==> config.mk <==
export PLATFORM = sky130hd
export DESIGN_NAME = mem_copy_ctrl
export DESIGN_NICKNAME = d
export VERILOG_FILES = /design/src/rtl/mem_copy_pkg.sv /design/src/rtl/mem_copy_ctrl.sv
export SDC_FILE = /design/constraint.sdc
export NUM_CORES = 1
export LEC_CHECK = 0
export ABC_AREA = 1
export BUFFER_PORTS_ARGS = -buffer_cell sky130_fd_sc_hd__buf_2
export CORE_MARGIN = 2
export CORE_UTILIZATION = 59
export CTS_BUF_LIST = sky130_fd_sc_hd__clkbuf_4 sky130_fd_sc_hd__clkbuf_8
export DETAILED_ROUTE_END_ITERATION = 6
export PLACE_DENSITY_LB_ADDON = 0.3
export SYNTH_ARGS = -nofsm -noshare
export SYNTH_HDL_FRONTEND = slang
export SYNTH_SLANG_ARGS = --single-unit
==> constraint.sdc <==
create_clock -name CLK -period 2.9 [get_ports CLK]
set_clock_uncertainty 0.2 [all_clocks]
set_input_delay 0.145 -clock CLK [delete_from_list [all_inputs] [get_ports CLK]]
set_output_delay 0.145 -clock CLK [all_outputs]
set_load 0.005 [all_outputs]
==> src/rtl/mem_copy_pkg.sv <==
// Shared types and constants for the block-copy memory master.
package mem_copy_pkg;

    localparam int ADDR_W = 8;
    localparam int DATA_W = 8;

    localparam logic MEM_READ  = 1'b0;
    localparam logic MEM_WRITE = 1'b1;

    typedef enum logic [1:0] {
        IDLE  = 2'd0,
        READ  = 2'd1,
        WRITE = 2'd2,
        DONE  = 2'd3
    } state_e;

endpackage

==> src/rtl/mem_copy_ctrl.sv <==
// Block-copy master for the single-port data memory.
//
// state | meaning
// IDLE  | CPU memory port passed straight through; waits for start
// READ  | drive source pointer, capture read byte into buffer
// WRITE | drive destination pointer, write buffered byte, step pointers
// DONE  | one-cycle completion pulse, memory port parked
//
// Overlapping regions are handled memmove-style: when the destination lies
// inside (src, src+len) the copy runs from the top byte downwards.
module mem_copy_ctrl
    import mem_copy_pkg::*;
#(
    parameter int AW = ADDR_W,
    parameter int DW = DATA_W
) (
    input  logic          CLK,
    input  logic          RST_N,
    input  logic          start,
    input  logic [AW-1:0] srcAddr,
    input  logic [AW-1:0] dstAddr,
    input  logic [AW-1:0] len,
    output logic          busy,
    output logic          done,
    input  logic [AW-1:0] cpuAddr,
    input  logic [DW-1:0] cpuDataIn,
    input  logic          cpuMemOp,
    output logic          cpuStall,
    output logic [AW-1:0] memAddr,
    output logic [DW-1:0] memDataOut,
    output logic          memOp,
    input  logic [DW-1:0] memDataIn
);

    localparam logic [AW-1:0] ONE = {{(AW-1){1'b0}}, 1'b1};

    state_e        state_q, state_d;
    logic [AW-1:0] src_q, src_d;
    logic [AW-1:0] dst_q, dst_d;
    logic [AW-1:0] cnt_q, cnt_d;
    logic [DW-1:0] buf_q, buf_d;
    logic          bwd_q, bwd_d;

    logic [AW-1:0] diff;
    logic [AW-1:0] len_m1;
    logic          go_bwd;

    // Direction decision on the raw request; modular difference catches wrap overlap.
    always_comb begin
        diff   = dstAddr - srcAddr;
        len_m1 = len - ONE;
        go_bwd = (diff != '0) && (diff < len);
    end

    // State and datapath registers; reset aborts any copy in flight.
    always_ff @(posedge CLK or negedge RST_N) begin
        if (!RST_N) begin
            state_q <= IDLE;
            src_q   <= '0;
            dst_q   <= '0;
            cnt_q   <= '0;
            buf_q   <= '0;
            bwd_q   <= 1'b0;
        end else begin
            state_q <= state_d;
            src_q   <= src_d;
            dst_q   <= dst_d;
            cnt_q   <= cnt_d;
            buf_q   <= buf_d;
            bwd_q   <= bwd_d;
        end
    end

    // Next-state, pointer stepping and memory port mux.
    always_comb begin
        state_d    = state_q;
        src_d      = src_q;
        dst_d      = dst_q;
        cnt_d      = cnt_q;
        buf_d      = buf_q;
        bwd_d      = bwd_q;
        busy       = 1'b1;
        done       = 1'b0;
        memAddr    = '0;
        memDataOut = buf_q;
        memOp      = MEM_READ;

        unique case (state_q)
            IDLE: begin
                busy       = 1'b0;
                memAddr    = cpuAddr;
                memDataOut = cpuDataIn;
                memOp      = cpuMemOp;
                if (start) begin
                    if (len == '0) begin
                        state_d = DONE;
                    end else begin
                        cnt_d   = len;
                        bwd_d   = go_bwd;
                        src_d   = go_bwd ? srcAddr + len_m1 : srcAddr;
                        dst_d   = go_bwd ? dstAddr + len_m1 : dstAddr;
                        state_d = READ;
                    end
                end
            end
            READ: begin
                memAddr = src_q;
                memOp   = MEM_READ;
                buf_d   = memDataIn;
                state_d = WRITE;
            end
            WRITE: begin
                memAddr = dst_q;
                memOp   = MEM_WRITE;
                cnt_d   = cnt_q - ONE;
                src_d   = bwd_q ? src_q - ONE : src_q + ONE;
                dst_d   = bwd_q ? dst_q - ONE : dst_q + ONE;
                state_d = (cnt_q == ONE) ? DONE : READ;
            end
            DONE: begin
                done    = 1'b1;
                state_d = IDLE;
            end
            default: begin
                state_d = IDLE;
            end
        endcase
    end

    assign cpuStall = busy;

endmodule
; ---- After elaboration in Yosys (flattened, before gate mapping)
; Index checks and enable logic that the tools add are counted.
[op_classes]
addsub = 9
order_cmp = 1
eq_ne = 6
n_mux = 22
bitwise_logic = 1
n_reduce_logical = 7
[ops]
columns = cell, count
row1 = $mux 8, 11
row2 = $pmux 8 s2, 3
row3 = $sub 8x1->8 const B, 4
row4 = $pmux 8 s3, 1
row5 = $add 8x1->8 const B, 2
row6 = $add 8x8->8, 2
row7 = $eq 8x1->1 const B, 1
row8 = $logic_not 8->1, 1
row9 = $lt 8x8->1, 1
row10 = $pmux 2 s4, 1
row11 = $reduce_bool 8->1, 1
row12 = $sub 8x8->8, 1
row13 = $mux 2, 3
row14 = $reduce_and 3->1, 2
row15 = $eq 2x2->1 const B, 2
row16 = $ne 2x2->1 const B, 2
row17 = $eq 2x1->1 const B, 1
row18 = $logic_not 2->1, 1
row19 = $mux 1, 2
row20 = $pmux 1 s2, 1
row21 = $reduce_bool 2->1, 1
row22 = $logic_and 1x1->1, 1
row23 = $not 1->1, 1
[totals]
register_bits = 35
in_bits = 52
output_inout_bits = 20

; ---- Logic depth before layout (Yosys ltp)
[logic_depth]
depth_word = 7
depth_mapped = 20

; ---- Worst setup path after synthesis
; No wires, ideal clock.
[synth_path]
path_type = in2reg
from = input port dstAddr[0]
to = register src_q[5]
setup_ns = 0.120
arrival_time_ns = 2.406
required_time_ns = 2.580
setup_slack_ns = 0.174
path_stages = 18
cell_sequence = inv_1 -> ha_1 -> inv_1 -> fa_1 -> nand2_1 -> nand3_1 -> nand3_1 -> nand2_1 -> nand2_1 -> nand2_4 -> ha_1 -> nand2_1 -> o21ai_0 -> a21oi_4 -> a21boi_2 -> nand2_1 -> nand3_1 -> a21oi_2
[synth_between]
elab_chain_len = 7
elab_cells_between_ends = 8
cone_classes = add/sub (1) / order compare (1) / mux (4) / reduce/logical (2)
[synth_lines]
columns = item, line
row1 = from (decl), mem_copy_ctrl.sv:21  ; input logic [AW-1:0] dstAddr,
row2 = $sub 8x8->8 (*), mem_copy_ctrl.sv:50  ; diff = dstAddr - srcAddr;
row3 = $lt 8x8->1 / $reduce_bool 8->1 (equally long branches), mem_copy_ctrl.sv:52  ; go_bwd = (diff != '0) && (diff < len);
row4 = $logic_and 1x1->1 (*), mem_copy_ctrl.sv:52
row5 = $mux 8 (*), mem_copy_ctrl.sv:100  ; src_d = go_bwd ? srcAddr + len_m1 : srcAddr;
row6 = $mux 8 (*), mem_copy_ctrl.sv:95  ; if (len == '0) begin
row7 = $mux 8 (*), mem_copy_ctrl.sv:94  ; if (start) begin
row8 = $pmux 8 s2 (*), mem_copy_ctrl.sv:88  ; unique case (state_q)
row9 = to (signal assigned), mem_copy_ctrl.sv:66  ; src_q <= src_d;
row10 = to (decl), mem_copy_ctrl.sv:38  ; logic [AW-1:0] src_q, src_d;
; Every way passes the cells marked *; elsewhere a longest branch is shown, timed or not. The select of a mux whose other input is x is not followed.
; A chain may end at the register's enable or synchronous reset.

; ---- Worst setup path in the final report
[layout_path]
from = input port srcAddr[6]
to = register dst_q[5]
[layout_between]
elab_chain_len = 7
elab_cells_between_ends = 8
cone_classes = add/sub (1) / order compare (1) / mux (4) / reduce/logical (2)
[layout_lines]
columns = item, line
row1 = from (decl), mem_copy_ctrl.sv:20  ; input logic [AW-1:0] srcAddr,
row2 = $sub 8x8->8 (*), mem_copy_ctrl.sv:50
row3 = $lt 8x8->1 / $reduce_bool 8->1 (equally long branches), mem_copy_ctrl.sv:52
row4 = $logic_and 1x1->1 (*), mem_copy_ctrl.sv:52
row5 = $mux 8 (*), mem_copy_ctrl.sv:101  ; dst_d = go_bwd ? dstAddr + len_m1 : dstAddr;
row6 = $mux 8 (*), mem_copy_ctrl.sv:95
row7 = $mux 8 (*), mem_copy_ctrl.sv:94
row8 = $pmux 8 s2 (*), mem_copy_ctrl.sv:88
row9 = to (signal assigned), mem_copy_ctrl.sv:67  ; dst_q <= dst_d;
row10 = to (decl), mem_copy_ctrl.sv:39  ; logic [AW-1:0] dst_q, dst_d;
; Marked as above.

==> flow_summary.ini <==
[clock_tree]
htreeDepth = 2
cts_buffer_depth = 2
cts_buffers = 5
cts.reportedPaths.clkPinSlew_ns = 0.07
clock_sinks = 35
cts_root_buf = clkbuf_8
clk_latency_ns = 0.30
cts_tree = done

[final_layout]
seqCellArea_um2 = 876
layout-drive-gt1-share = 0.180
syn_to_final_growth_pct = 16.4
n_antenna_cell = 0
multi_input_area_um2 = 2820
nFillCells = 575
fin_util = 0.710
nNetsFinal = 794

[grt]
grt_pass1_vias = 4025
grt_pass1_wl_um = 18600
antenna_found_initial = 0
grt_max_degree = 36
overflow = 0
grt_usage = 0.306

[placed_design]
gp_congestion = 0.908
io_buffers = 71
dp_hpwl_um = 8770

[synth]
yosysWarningCount = 0
synthTopCellsByArea = dfrtp_1 (21%), nand2_1 (15%), ha_1 (13%)
synth_nets = 706
synth_most_common_cell = nand2_1
yosysSeqAreaShare = 0.211
synth_edf_count = 0
ys_async_sr_fraction = 1.00
ys_ff_latch = 35
ys_types = 42
synthesis.instances = 605
synth_area_per_cell_um2 = 6.85
synth_common_cells = nand2_1 (169), inv_1 (88), nand3_1 (62), ha_1 (44), a21oi_1 (36)
synth_top_cell_area_share = 0.211
yosysTopAreaCell = dfrtp_1
syn_area_um2 = 4150
ys.flop_type = dfrtp_1

[pwr]
power_density_nw_per_um2 = 914
peakVddDrop_v = 0.000368
power.total_uw = 4410
power.leakage_uw = 0.00269

[floorplan]
die_w_um = 87.8
dieArea_um2 = 7710
die_height_um = 87.8
start_util = 0.610
core_area_um2 = 6790
ios = 72
fp-row-count = 30

[timing]
finalCritPeriodShare = 0.930
period_minus_slack_ns = 2.70
fmax_mhz = 371
setup_viol = 0
slew_headroom = 0.471
worst_hold_slack_ns = 0.00387
finalHoldViolations = 0
tightest_slew_ns = 0.794
slew_viol_final = 0
grt_setup_unrepaired = no

[detailed_routing]
routedWlPerCell_um = 14.5
drtIter0Drc = 336
dr_total_vias = 4411
vias_per_cell = 5.58
drc = 0
finalWirelength_um = 11500
dr.pass1.iters = 5
drtAntennaViolNets = 0

[critical_path]
cpMostUsedCell = nand2_1
critical_path.top_delay_family = compound AO/OA/AOI/OAI gates
cp_max_fo = 8
cp_cell_sequence = buf_2 -> inv_1 -> ha_1 -> nand2_1 -> inv_1 -> a21oi_1 -> nand2_1 -> nand2_1 -> nand2_2 -> ha_1 -> a21oi_1 -> o21ai_0 -> a21oi_4 -> a21boi_4 -> nand2_1 -> nand3_1 -> nand3_1 -> nand2_1
critPathMaxStageDelay_ns = 0.34
cpMaxStageDelayCell = ha_1
path_buf_inv = 3
cp-startpoint = srcAddr[6]
cp-end-kind = flop
cp.required_ns = 2.93
crit_arrival_ns = 2.73
cp-start-kind = primary input
r2r_start = bwd_q
worstSetupPathType = in -> reg

[worst_hold_path]
worstHoldStart = len[3]
hold_class = in -> reg

[run]
maxCapViolCount = 0

[outcome]
status = complete, no violations
## routing by layer
layer	part of all wire	global-route usage
met4	0.029	0.112
met5	0	0
met1	0.42	0.378
met2	0.49	0.539
met3	0.061	0.0434
## state kept, by name, indices dropped and copies added, names as in the netlist
register  flops
buf_q         8
bwd_q         1
cnt_q         8
dst_q         8
src_q         8
state_q       2
## through the flow
stage,setup TNS [ns],instances,setup slack (ns),instance area (um^2)
final,0,790,0.203,4830
after detailed placement,-1.44,770,-0.187,4610
after CTS,0,789,0.113,4810
after floorplan,0,605,0.174,4150
after global placement,-0.247,770,-0.0392,4610
after global routing,0,790,0.0118,4830
## where the power goes
group	internal, uW	switching, uW
logic	1230	1850
clock network	177	187
registers	742	226
## cell families after synthesis
| family | count (synthesis) | share of synthesized area |
|---|---|---|
| and+or+nand+nor | 279 | 0.290 |
| buffers and inverters | 107 | 0.111 |
| AOI/OAI and AO/OA | 100 | 0.151 |
| adders and majority gates | 49 | 0.157 |
| DFF | 35 | 0.211 |
| xor gates and xnor gates | 26 | 0.0549 |
| muxes | 9 | 0.0241 |
## path summary, 6_finish.rpt
| check | endpoint | slack [ns] | cells past startpoint |
|---|---|---|---|
| max | dst_q[5] | 0.20 | 18 |
| min | cnt_q[3] | 0.004 | 3 |
| max reg2reg | src_q[6] | 0.43 | 11 |
| min reg2reg | buf_q[0] | 0.31 | 1 |
| max in group asynchronous | bwd_q | 1.73 | 2 |
| min in group asynchronous | dst_q[4] | 0.27 | 2 |
## cell type report
cell class,count,share of cell area
multi-input cells,463,0.584
flip-flops and latches,35,0.181
repair buffers,98,0.121
inverters,90,0.0700
well taps,96,0.0249
clock buffers,6,0.0158
clock inverters,2,0.00259
## repair_timing
item | 4_1_cts | 5_1_grt
setup buffers | 0 | 1
setup endpoints to repair | 0 | 8
resized for setup | 0 | 2
endpoints found under the hold margin | 45 | 0
hold buffers | 11 | 0
## cells in the final DEF (no fill, tap or decap), types with 2 or more instances in the layout
master	instances
inv_1	88
clkbuf_8	5
nand2_4	3
a21oi_2	2
nand2_2	2
xor2_1	16
o221ai_1	4
buf_4	16
a21o_1	4
xnor2_1	10
dlygate4sd3_1	11
nand3_1	62
dfrtp_1	35
o21ai_0	32
mux2_2	8
fa_1	5
nor2_1	30
a31oi_1	5
a21oi_1	36
o21bai_1	2
o211ai_1	2
nand4_1	10
inv_2	2
ha_1	43
buf_2	71
nand2_1	169
a22oi_2	5
## worst reg2reg max path, cell delays in order, from the launching register on
cell     delay [ns]
dfrtp_1        0.56
buf_4          0.25
ha_1           0.29
a21oi_1        0.16
o21ai_0        0.12
nand2_1        0.11
nand2_1        0.06
a21oi_1        0.17
nor2_1         0.09
o21ai_0        0.17
inv_1          0.08
a21oi_1        0.14
(Power assumes the default switching activity.)
